$ cat config.mk
export PLATFORM = sky130hd
export DESIGN_NAME = alu_arbiter
export DESIGN_NICKNAME = d
export VERILOG_FILES = /design/src/rtl/alu_arbiter.sv
export SDC_FILE = /design/constraint.sdc
export NUM_CORES = 1
export LEC_CHECK = 0
export BUFFER_PORTS_ARGS = -buffer_cell sky130_fd_sc_hd__buf_2
export CAP_MARGIN = 20
export CORE_MARGIN = 5
export CORE_UTILIZATION = 40
export CTS_BUF_LIST = sky130_fd_sc_hd__clkbuf_16
export DETAILED_ROUTE_END_ITERATION = 7
export HOLD_SLACK_MARGIN = 0.1
export PLACE_DENSITY = 0.83
export SETUP_SLACK_MARGIN = 0.3
export SYNTH_ARGS = -nofsm -noshare
export SYNTH_HDL_FRONTEND = slang
export SYNTH_SLANG_ARGS = --single-unit
$ cat constraint.sdc
create_clock -name clk -period 7.6 [get_ports clk]
set_input_delay 0.76 -clock clk [delete_from_list [all_inputs] [get_ports clk]]
set_output_delay 0.76 -clock clk [all_outputs]
set_load 0.02 [all_outputs]
$ cat src/rtl/alu_arbiter.sv
// alu_arbiter: shares one combinational 32-bit ALU between two requesters.
//
// One request is granted at a time. Its operands are registered, the ALU
// gets one cycle to settle (ISSUE), and its outputs are captured and
// returned on the granted requester's response channel (RESP). A full
// operation takes at least 3 cycles: accept, issue, respond.
//
// Arbitration: a lone valid requester always wins. When both are valid,
// a round-robin pointer picks the winner. The pointer moves only when a
// response completes, so neither side can starve.
//
// Build option:
//   ALU_ARB_FIXED_PRIO_EN  requester 0 always wins simultaneous requests
//                          and the pointer is removed.
//
// Ports:
//   clk, rst                 clock (rising edge), async active-high reset
//   reqX_valid/ready         request handshake; ready is combinational
//   reqX_a/b/op              operands and ALUctr code
//   respX_valid/ready        response handshake, one per requester
//   resp_result/zero/
//   resp_overflow/resp_err   captured ALU outputs, shared by both channels
//   alu_a/b/ctr              registered drive to the shared ALU
//   alu_result/zero/overflow combinational ALU outputs
module alu_arbiter #(
  parameter int N = 32
) (
  input  logic         clk,
  input  logic         rst,
  input  logic         req0_valid,
  output logic         req0_ready,
  input  logic [N-1:0] req0_a,
  input  logic [N-1:0] req0_b,
  input  logic [2:0]   req0_op,
  input  logic         req1_valid,
  output logic         req1_ready,
  input  logic [N-1:0] req1_a,
  input  logic [N-1:0] req1_b,
  input  logic [2:0]   req1_op,
  output logic         resp0_valid,
  input  logic         resp0_ready,
  output logic         resp1_valid,
  input  logic         resp1_ready,
  output logic [N-1:0] resp_result,
  output logic         resp_zero,
  output logic         resp_overflow,
  output logic         resp_err,
  output logic [N-1:0] alu_a,
  output logic [N-1:0] alu_b,
  output logic [2:0]   alu_ctr,
  input  logic [N-1:0] alu_result,
  input  logic         alu_zero,
  input  logic         alu_overflow
);

  localparam logic [2:0] OP_ILLEGAL = 3'b011;

  typedef enum logic [1:0] {IDLE, ISSUE, RESP} state_t;

  typedef struct packed {
    logic [N-1:0] a;
    logic [N-1:0] b;
    logic [2:0]   op;
  } req_t;

  state_t     state;
  req_t       req_q;
  req_t [1:0] req_in;
  logic [1:0] vld;
  logic [1:0] rdy;
  logic [1:0] resp_vld_q;
  logic       win;
  logic       gnt_q;
`ifndef ALU_ARB_FIXED_PRIO_EN
  logic       ptr;
`endif

  assign vld       = {req1_valid, req0_valid};
  assign req_in[0] = {req0_a, req0_b, req0_op};
  assign req_in[1] = {req1_a, req1_b, req1_op};

  // Winner select; only meaningful when at least one request is valid.
  always_comb begin
`ifdef ALU_ARB_FIXED_PRIO_EN
    win = ~vld[0];
`else
    win = (&vld) ? ptr : vld[1];
`endif
  end

  // Ready only in IDLE and only to the winner; held low during reset.
  assign rdy        = (state == IDLE && !rst) ? (vld & (win ? 2'b10 : 2'b01)) : 2'b00;
  assign req0_ready = rdy[0];
  assign req1_ready = rdy[1];

  // ALU drive comes straight from the latched request, so it holds the
  // last operands between operations instead of returning to zero.
  assign alu_a   = req_q.a;
  assign alu_b   = req_q.b;
  assign alu_ctr = req_q.op;

  assign resp0_valid = resp_vld_q[0];
  assign resp1_valid = resp_vld_q[1];

  always_ff @(posedge clk or posedge rst) begin
    if (rst) begin
      state         <= IDLE;
      req_q         <= '0;
      gnt_q         <= 1'b0;
      resp_vld_q    <= 2'b00;
      resp_result   <= '0;
      resp_zero     <= 1'b0;
      resp_overflow <= 1'b0;
      resp_err      <= 1'b0;
`ifndef ALU_ARB_FIXED_PRIO_EN
      ptr           <= 1'b0;
`endif
    end else begin
      case (state)
        IDLE: begin
          if (|rdy) begin
            req_q <= req_in[win];
            gnt_q <= win;
            state <= ISSUE;
          end
        end
        ISSUE: begin
          if (req_q.op == OP_ILLEGAL) begin
            // ALU output is meaningless for this code; report a clean error.
            resp_result   <= '0;
            resp_zero     <= 1'b1;
            resp_overflow <= 1'b0;
            resp_err      <= 1'b1;
          end else begin
            resp_result   <= alu_result;
            resp_zero     <= alu_zero;
            resp_overflow <= alu_overflow;
            resp_err      <= 1'b0;
          end
          resp_vld_q <= {gnt_q, ~gnt_q};
          state      <= RESP;
        end
        RESP: begin
          if (|(resp_vld_q & {resp1_ready, resp0_ready})) begin
            resp_vld_q <= 2'b00;
`ifndef ALU_ARB_FIXED_PRIO_EN
            ptr        <= ~gnt_q;
`endif
            state      <= IDLE;
          end
        end
        default: state <= IDLE;
      endcase
    end
  end

endmodule
==> reports/results.txt, run 1 <==
largest net degree at the start of global routing: 69
status: finished, final reports clean
CP max stage cell: buf_4
maximum root-to-sink buffer count: 2
RSZ-0062 raised after global routing: no
CP delay by family, top: buffers and inverters
Total GRT Usage: 19.2%
wire per inst: 18.6 µm
crit path launch: req0_valid
Crit Path Max Fanout: 68
ant diodes: 0
Post-Layout Inst Area: 6490 µm²
cell chain of the critical path: buf_2, a21bo_2, buf_4, nor2_1, buf_2
Final setup viols: 0
hold wc startpoint: resp_overflow$_DFFE_PP0P_
PwrDens: 435 nW/µm²
crit-path most repeated cell: buf_2
Iter 0 DRT Violations: 263
Clock Skew: 0.00355 ns
Yosys warnings: 0
initial antenna violation count: 0
total setup buffers inserted after CTS: 0
Post-route DRC: 0
I/O pin count: 280
Finished Layout Cells: 754
IO buf count: 279
worst vdd ir: 0.000214 V
Max Slew Vio Count: 0
Slew headroom: 45.5%
cts bufs inserted: 9
DRT Pass-1 Iters: 5
number of global-route vias before repair: 4,441
# hold bufs at CTS: 0
syn_nets: 527
final setup TNS: 0 ns
cell count after synthesis: 353
Mapped Area: 4710 µm²
Tcrit/Tclk final: 34.4%
Crit Path Class: input pin to output pin
Critical path buffers and inverters: 3
CP required: 6.84 ns
Tightest Pin Transition: 0.818 ns
grt ovf: 0
CTS tree: done
drt via density: 5.64
Clock Sinks: 108
Worst setup SP type: input pin
Placed Cells: 739
Fin. Hold Viols: 0
cts repair resizes: 0
hold crit path type: flip-flop to flip-flop
Core Area: 11,500 µm²
clk slew on worst S/H paths: 0.07 ns
area grow syn2layout: 37.6%
Critical Path Stages: 5
Crit. End Element: output pin
Detail Route Antenna Nets: 0
total detailed-routing wirelength: 14,000 µm
Die X: 119 µm
average cell area after synthesis: 13.4 µm²
fraction of layout cells with a size suffix above 1: 53.8%
Post-synth EDFFs: 0
clock latency on the worst-skew pair: 0.33 ns
max incr delay on CP: 0.50 ns
fin util: 56.6%
R2R Path Start: state[1]$_DFFE_PP0P_
main flop type after synthesis: dfrtp_1
fin nets: 781
die height: 119 µm
std cell rows: 39
root buf cell: clkbuf_16
Routability Congestion: 0.870
post-DP HPWL: 10,400 µm
post-synth cell types: 29
Initial Util: 41.1%
Seq/Total Area, Yosys: 57.3%
hold depth: 1
synthesized flop and latch total: 108
DP Area: 6160 µm²
Die ar.: 14,100 µm²
fmax: 383 MHz
Pleak: 3.05 nW
Max Cap Viol: 0
first-pass GRT wire length: 22,600 µm
Post-synth ARST share: 100%
CP Data Arrival Time: 1.85 ns
Vias: 4,250
htree depth: 3
Period minus WS final: 2.61 ns
R2R depth: 4
-- cell usage in the layout (no fill, tap or decap), drive strengths merged, types with 2 or more instances in the layout --
cell / netlist / final
buf: 21 / 287
dfrtp: 108 / 108
o32ai: 67 / 67
a2bb2oi: 67 / 67
a22o: 34 / 34
clkbuf: 23 / 9
nor2: 7 / 7
inv: 6 / 7
a21oi: 3 / 3
bufinv: 0 / 3
nand2b: 2 / 2
a22oi: 2 / 2
o21ai: 2 / 2
nor3: 2 / 2
-- worst reg2reg max path: stages, from the launching register on --
cell and delay [ns]:
dfrtp_1 0.46, or3_4 0.46, nor2_4 0.48, buf_4 0.59, a2bb2oi_1 0.24
-- state kept, by name, summed over array words and instances (netlist names), 2 cells and up --
signal and cells:
alu_a 32, alu_ctr 3, alu_b 32, resp_vld_q 2, state 2, resp_result 32
-- metal layers --
metal | GRT usage, % | wire length (µm)
met5 | 0 | 0
met4 | 7.09 | 365
met3 | 4.73 | 1140
met2 | 31.9 | 7000
met1 | 24.3 | 5530
-- power breakdown --
part / internal, mW / total [mW] / switching (mW)
clock: 0.318 / 0.512 / 0.194
sequential: 0.849 / 1.04 / 0.186
combinational: 0.537 / 1.27 / 0.735
-- synthesized netlist by cell type (2+ instances only) --
cell type  count  share of area [%]
dfrtp_1      108                 57
o32ai_1       67                 12
a2bb2oi_1     47                8.7
a22o_1        34                6.3
clkbuf_1      22                1.8
a2bb2oi_2     20                6.4
buf_2         17                1.8
nor2_1         6               0.48
inv_1          5               0.40
a21oi_1        3               0.32
buf_6          3               0.72
a22oi_1        2               0.32
nand2b_1       2               0.27
o21ai_0        2               0.21
-- area by class of cell --
| cell class | instances | area [µm²] |
|---|---|---|
| inverter | 6 | 25.0 |
| sequential | 108 | 2700 |
| timing repair buffer | 287 | 1460 |
| clock buffer | 9 | 225 |
| tap | 143 | 179 |
| fill | 982 | 4980 |
| clock inverter | 6 | 105 |
| multi-input combinational | 195 | 1790 |
-- path summary, 6_finish.rpt --
path                                        endpoint  slack, ns
max in group asynchronous      alu_b[13]$_DFFE_PP0P_       5.90
min in group asynchronous          gnt_q$_DFFE_PP0P_       0.55
hold reg to reg            resp_overflow$_DFFE_PP0P_       0.50
setup / recovery                          req0_ready       4.99
setup reg to reg                alu_b[9]$_DFFE_PP0P_       5.29
hold / removal             resp_overflow$_DFFE_PP0P_       0.50
-- through the flow --
step | worst slack (ns) | power (mW) | hold slack, ns
floorplan | 3.99 | 1.87 | 0.497
global placement | 4.98 | 2.28 | 0.482
detailed placement | 4.87 | 2.33 | 0.485
CTS | 5.00 | 2.85 | 0.505
global route | 4.89 | 2.98 | 0.518
finish | 4.99 | 2.82 | 0.504
-- cell families after synthesis --
logic type	count (synthesis)	share of synthesized area, %
AND/OR/NAND/NOR	15	2.04
multiplexers	1	0.212
buffers and inverters	50	4.94
flip-flops	108	57.3
AO/OA/AOI/OAI	179	35.5
Note: power is estimated with default switching activity, not from simulation.
==> run 2, diff against run 1 <==
==> constraint.sdc (replaced) <==
create_clock -name clk -period 2.6 [get_ports clk]
set_input_delay 0.26 -clock clk [delete_from_list [all_inputs] [get_ports clk]]
set_output_delay 0.26 -clock clk [all_outputs]
set_load 0.02 [all_outputs]
==> reports/results.txt, run 2 (synthesis results as in run 1) <==
reg2reg end: alu_a[7]$_DFFE_PP0P_
# hold bufs at CTS: 0
std cell rows: 39
Crit Path Max Fanout: 38
clock latency on the worst-skew pair: 0.34 ns
largest net degree at the start of global routing: 55
Clock Sinks: 108
worst vdd ir: 0.000585 V
post-DP HPWL: 11,300 µm
Die X: 119 µm
Initial Util: 41.1%
Placed Cells: 746
Tightest Pin Transition: 0.914 ns
I/O pin count: 280
Post-route DRC: 0
clk slew on worst S/H paths: 0.07 ns
RSZ-0062 raised after global routing: no
fmax: 493 MHz
status: finished, final reports clean
ant diodes: 0
wire per inst: 19.6 µm
Clock Skew: 0.00722 ns
Vias: 4,312
Iter 0 DRT Violations: 300
Finished Layout Cells: 762
Pleak: 3.10 nW
crit path launch: ptr$_DFFE_PP0P_
Period minus WS final: 2.03 ns
R2R depth: 4
maximum root-to-sink buffer count: 2
worst setup path endpoint: req0_ready
Crit Path Class: flip-flop to output pin
IO buf count: 279
Final setup viols: 0
htree depth: 3
Filler cells: 948
cts repair resizes: 0
Max Slew Vio Count: 0
Slew headroom: 39.1%
first-pass GRT wire length: 23,700 µm
PwrDens: 1260 nW/µm²
R2R Path Start: ptr$_DFFE_PP0P_
Worst setup SP type: flip-flop
Routability Congestion: 0.816
area grow syn2layout: 40.0%
Die ar.: 14,100 µm²
total detailed-routing wirelength: 15,000 µm
Fin. Hold Viols: 0
Core Area: 11,500 µm²
initial antenna violation count: 0
Max Cap Viol: 0
CTS tree: done
multi-input logic area: 1790 µm²
final setup TNS: 0 ns
Crit. End Element: output pin
grt ovf: 0
Tcrit/Tclk final: 78.0%
commonest non-fill, non-tap cell in the layout: buf_2
register area: 2700 µm²
CP Data Arrival Time: 1.77 ns
root buf cell: clkbuf_16
most frequent cells in the layout: 279 x buf_2, 108 x dfrtp_1, 67 x o32ai_1
Detail Route Antenna Nets: 0
r2r setup slk: 0.74 ns
total setup buffers inserted after CTS: 0
DRT Pass-1 Iters: 6
cts bufs inserted: 9
die height: 119 µm
number of global-route vias before repair: 4,523
hold crit path type: input pin to asynchronous set/reset pin
fraction of layout cells with a size suffix above 1: 54.6%
CP required: 2.34 ns
Total GRT Usage: 20.4%
fin nets: 788
drt via density: 5.66
## run 2: worst min path at each step
| stage | from | to | depth (start not counted) |
|---|---|---|---|
| global route | alu_result[5] | resp_result[5]$_DFFE_PP0P_ | 2 |
| global placement | rst | ptr$_DFFE_PP0P_ | 2 |
| finish | rst | ptr$_DFFE_PP0P_ | 2 |
| floorplan | alu_result[0] | resp_result[0]$_DFFE_PP0P_ | 1 |
| CTS | rst | state[1]$_DFFE_PP0P_ | 2 |
| detailed placement | rst | state[1]$_DFFE_PP0P_ | 2 |
## run 2: metrics by stage
step | util (%) | instance area [µm²] | worst slack, ns | total power, mW | hold WS (ns)
after floorplan | - | 4720 | 1.01 | 5.48 | 0.393
after global placement | 54.8 | 6280 | 0.846 | 6.77 | 0.465
after detailed placement | 54.8 | 6280 | 0.773 | 6.90 | 0.480
after CTS | 57.6 | 6600 | 0.530 | 8.38 | 0.109
after global routing | 57.6 | 6600 | 0.461 | 8.75 | 0.120
final | 57.6 | 6600 | 0.573 | 8.30 | 0.0990
## run 2: cell type report
type | count | area share (%)
Timing Repair Buffer | 294 | 24.0
Multi-Input combinational cell | 195 | 27.2
Clock buffer | 9 | 3.41
Sequential cell | 108 | 40.9
Clock inverter | 7 | 1.40
Tap cell | 143 | 2.71
Inverter | 6 | 0.398
## run 2: critical path, cell delays in order, from the launching register on
cell and delay, ns:
dfrtp_1 0.44, a21bo_2 0.65, nor2_1 0.14, buf_2 0.20
## run 2: routing by layer
metal / global-route usage (%) / wire length (µm)
met4: 5.53 / 237
met1: 24.3 / 5780
met3: 5.64 / 1100
met5: 0 / 0
met2: 36.3 / 7830
## run 2: where the power goes
part	switching, mW	total [mW]	internal [mW]
combinational	2.21	3.85	1.64
clock	0.607	1.45	0.841
sequential	0.518	3.00	2.48
total	3.34	8.30	4.96
==> run 3, diff against run 2 <==
==> constraint.sdc (replaced) <==
create_clock -name clk -period 2 [get_ports clk]
set_input_delay 0.2 -clock clk [delete_from_list [all_inputs] [get_ports clk]]
set_output_delay 0.2 -clock clk [all_outputs]
set_load 0.02 [all_outputs]
==> reports/results.txt, run 3 (synthesis results as in run 1) <==
number of global-route vias before repair: 4,967
Die ar.: 14,100 µm²
commonest non-fill, non-tap cell in the layout: buf_2
Hold Slack: 0.118 ns
DRT Pass-1 Iters: 4
Final setup viols: 0
r2r setup slk: 0.31 ns
hold crit path type: input pin to flip-flop
Iter 0 DRT Violations: 240
root buf cell: clkbuf_16
Filler cells: 906
IO buf count: 279
crit path launch: state[0]$_DFFE_PP0P_
multi-input logic area: 1800 µm²
Placed Cells: 744
clk slew on worst S/H paths: 0.07 ns
Initial Util: 41.1%
fin util: 61.7%
initial antenna violation count: 0
Core Area: 11,500 µm²
CP required: 2.24 ns
Total GRT Usage: 22.5%
Die X: 119 µm
Max Slew Vio Count: 0
first-pass GRT wire length: 26,000 µm
Tcrit/Tclk final: 84.4%
cts bufs inserted: 9
total detailed-routing wirelength: 16,700 µm
register area: 2710 µm²
Clock Skew: 0.00640 ns
Crit Path Class: flip-flop to flip-flop
total power: 10.9 mW
htree depth: 3
fraction of layout cells with a size suffix above 1: 53.0%
grt ovf: 0
Post-route DRC: 0
Max Cap Viol: 0
Period minus WS final: 1.69 ns
reg2reg end: alu_b[11]$_DFFE_PP0P_
post-DP HPWL: 11,100 µm
fin nets: 830
Worst setup SP type: flip-flop
R2R depth: 6
R2R Path Start: state[0]$_DFFE_PP0P_
CP max stage cell: dfrtp_2
cell chain of the critical path: or3_4, buf_4, nor2_4, buf_12, buf_12, a2bb2oi_1
worst setup path endpoint: alu_b[11]$_DFFE_PP0P_
crit-path most repeated cell: buf_12
die height: 119 µm
Fin. Hold Viols: 0
Tightest Pin Transition: 0.663 ns
Clock Sinks: 108
clock latency on the worst-skew pair: 0.34 ns
Crit. End Element: flip-flop
status: finished, final reports clean
maximum root-to-sink buffer count: 2
worst vdd ir: 0.000803 V
Slew headroom: 55.7%
Crit Path Max Fanout: 11
Finished Layout Cells: 804
max incr delay on CP: 0.41 ns
Vias: 4,577
most frequent cells in the layout: 277 x buf_2, 105 x dfrtp_1, 67 x o32ai_1
final setup TNS: 0 ns
CP Data Arrival Time: 1.93 ns
PwrDens: 1540 nW/µm²
fmax: 592 MHz
RSZ-0062 raised after global routing: yes
ant diodes: 0
Detail Route Antenna Nets: 0
CTS tree: done
drt via density: 5.69
Pleak: 3.30 nW
std cell rows: 39
I/O pin count: 280
wire per inst: 20.8 µm
largest net degree at the start of global routing: 69
Routability Congestion: 0.812
area grow syn2layout: 50.1%
[run 3: cell count changes in the layout (fill, tap and decap cells not counted), moves of 2 or more]
cell and change:
buf_4 +4, buf_12 +2, dlygate4sd3_1 +33, bufinv_16 -2, dfrtp_1 -3, dfrtp_2 +3, buf_2 -2, clkbuf_16 +3
[run 3: cell type report]
class | count | share of cell area [%]
Multi-Input combinational cell | 195 | 25.5
Clock buffer | 9 | 3.18
Clock inverter | 7 | 0.619
Timing Repair Buffer | 336 | 29.6
Sequential cell | 108 | 38.2
Tap cell | 143 | 2.53
Inverter | 6 | 0.371
[run 3: routing by layer]
layer,global-route usage (%),vias to the layer above,wire length (µm)
li1,-,2063,-
met1,25.7,2273,6390
met2,41.1,211,8790
met3,5.49,30,1190
met4,7.30,0,379
met5,0,-,0
[run 3: critical path: cells and delay by family, from the launching register on]
| family | cells | cell delay [ns] |
|---|---|---|
| and+or+nand+nor | 2 | 0.54 |
| buffers and inverters | 3 | 0.44 |
| AOI/OAI and AO/OA | 1 | 0.21 |
| DFF | 1 | 0.41 |
[run 3: metrics by stage]
| step | instance area [µm²] | setup slack [ns] |
|---|---|---|
| floorplan | 4720 | 0.473 |
| global placement | 6260 | 0.324 |
| detailed placement | 6260 | 0.274 |
| finish | 7080 | 0.311 |
| global route | 7080 | 0.246 |
| CTS | 6920 | 0.301 |
[run 3: worst min-delay path by stage]
stage                               from  depth (start not counted)                          end
after floorplan            alu_result[0]                          1   resp_result[0]$_DFFE_PP0P_
after global placement               rst                          2         state[0]$_DFFE_PP0P_
after detailed placement             rst                          2         state[0]$_DFFE_PP0P_
after CTS                  alu_result[8]                          2   resp_result[8]$_DFFE_PP0P_
after global routing      alu_result[29]                          2  resp_result[29]$_DFFE_PP0P_
final                      alu_result[8]                          2   resp_result[8]$_DFFE_PP0P_
[run 3: repair_timing]
item,CTS,global route
hold buffers,33,0
setup endpoints to repair,2,18
pin swaps,1,2
cloned,1,4
setup buffers,3,2
hold endpoints to repair,59,0
gates resized for setup,5,5
[run 3: where the power goes]
part           internal [mW]  switching, mW
clock network          0.839          0.789
logic                   2.32           3.00
registers               3.23          0.695
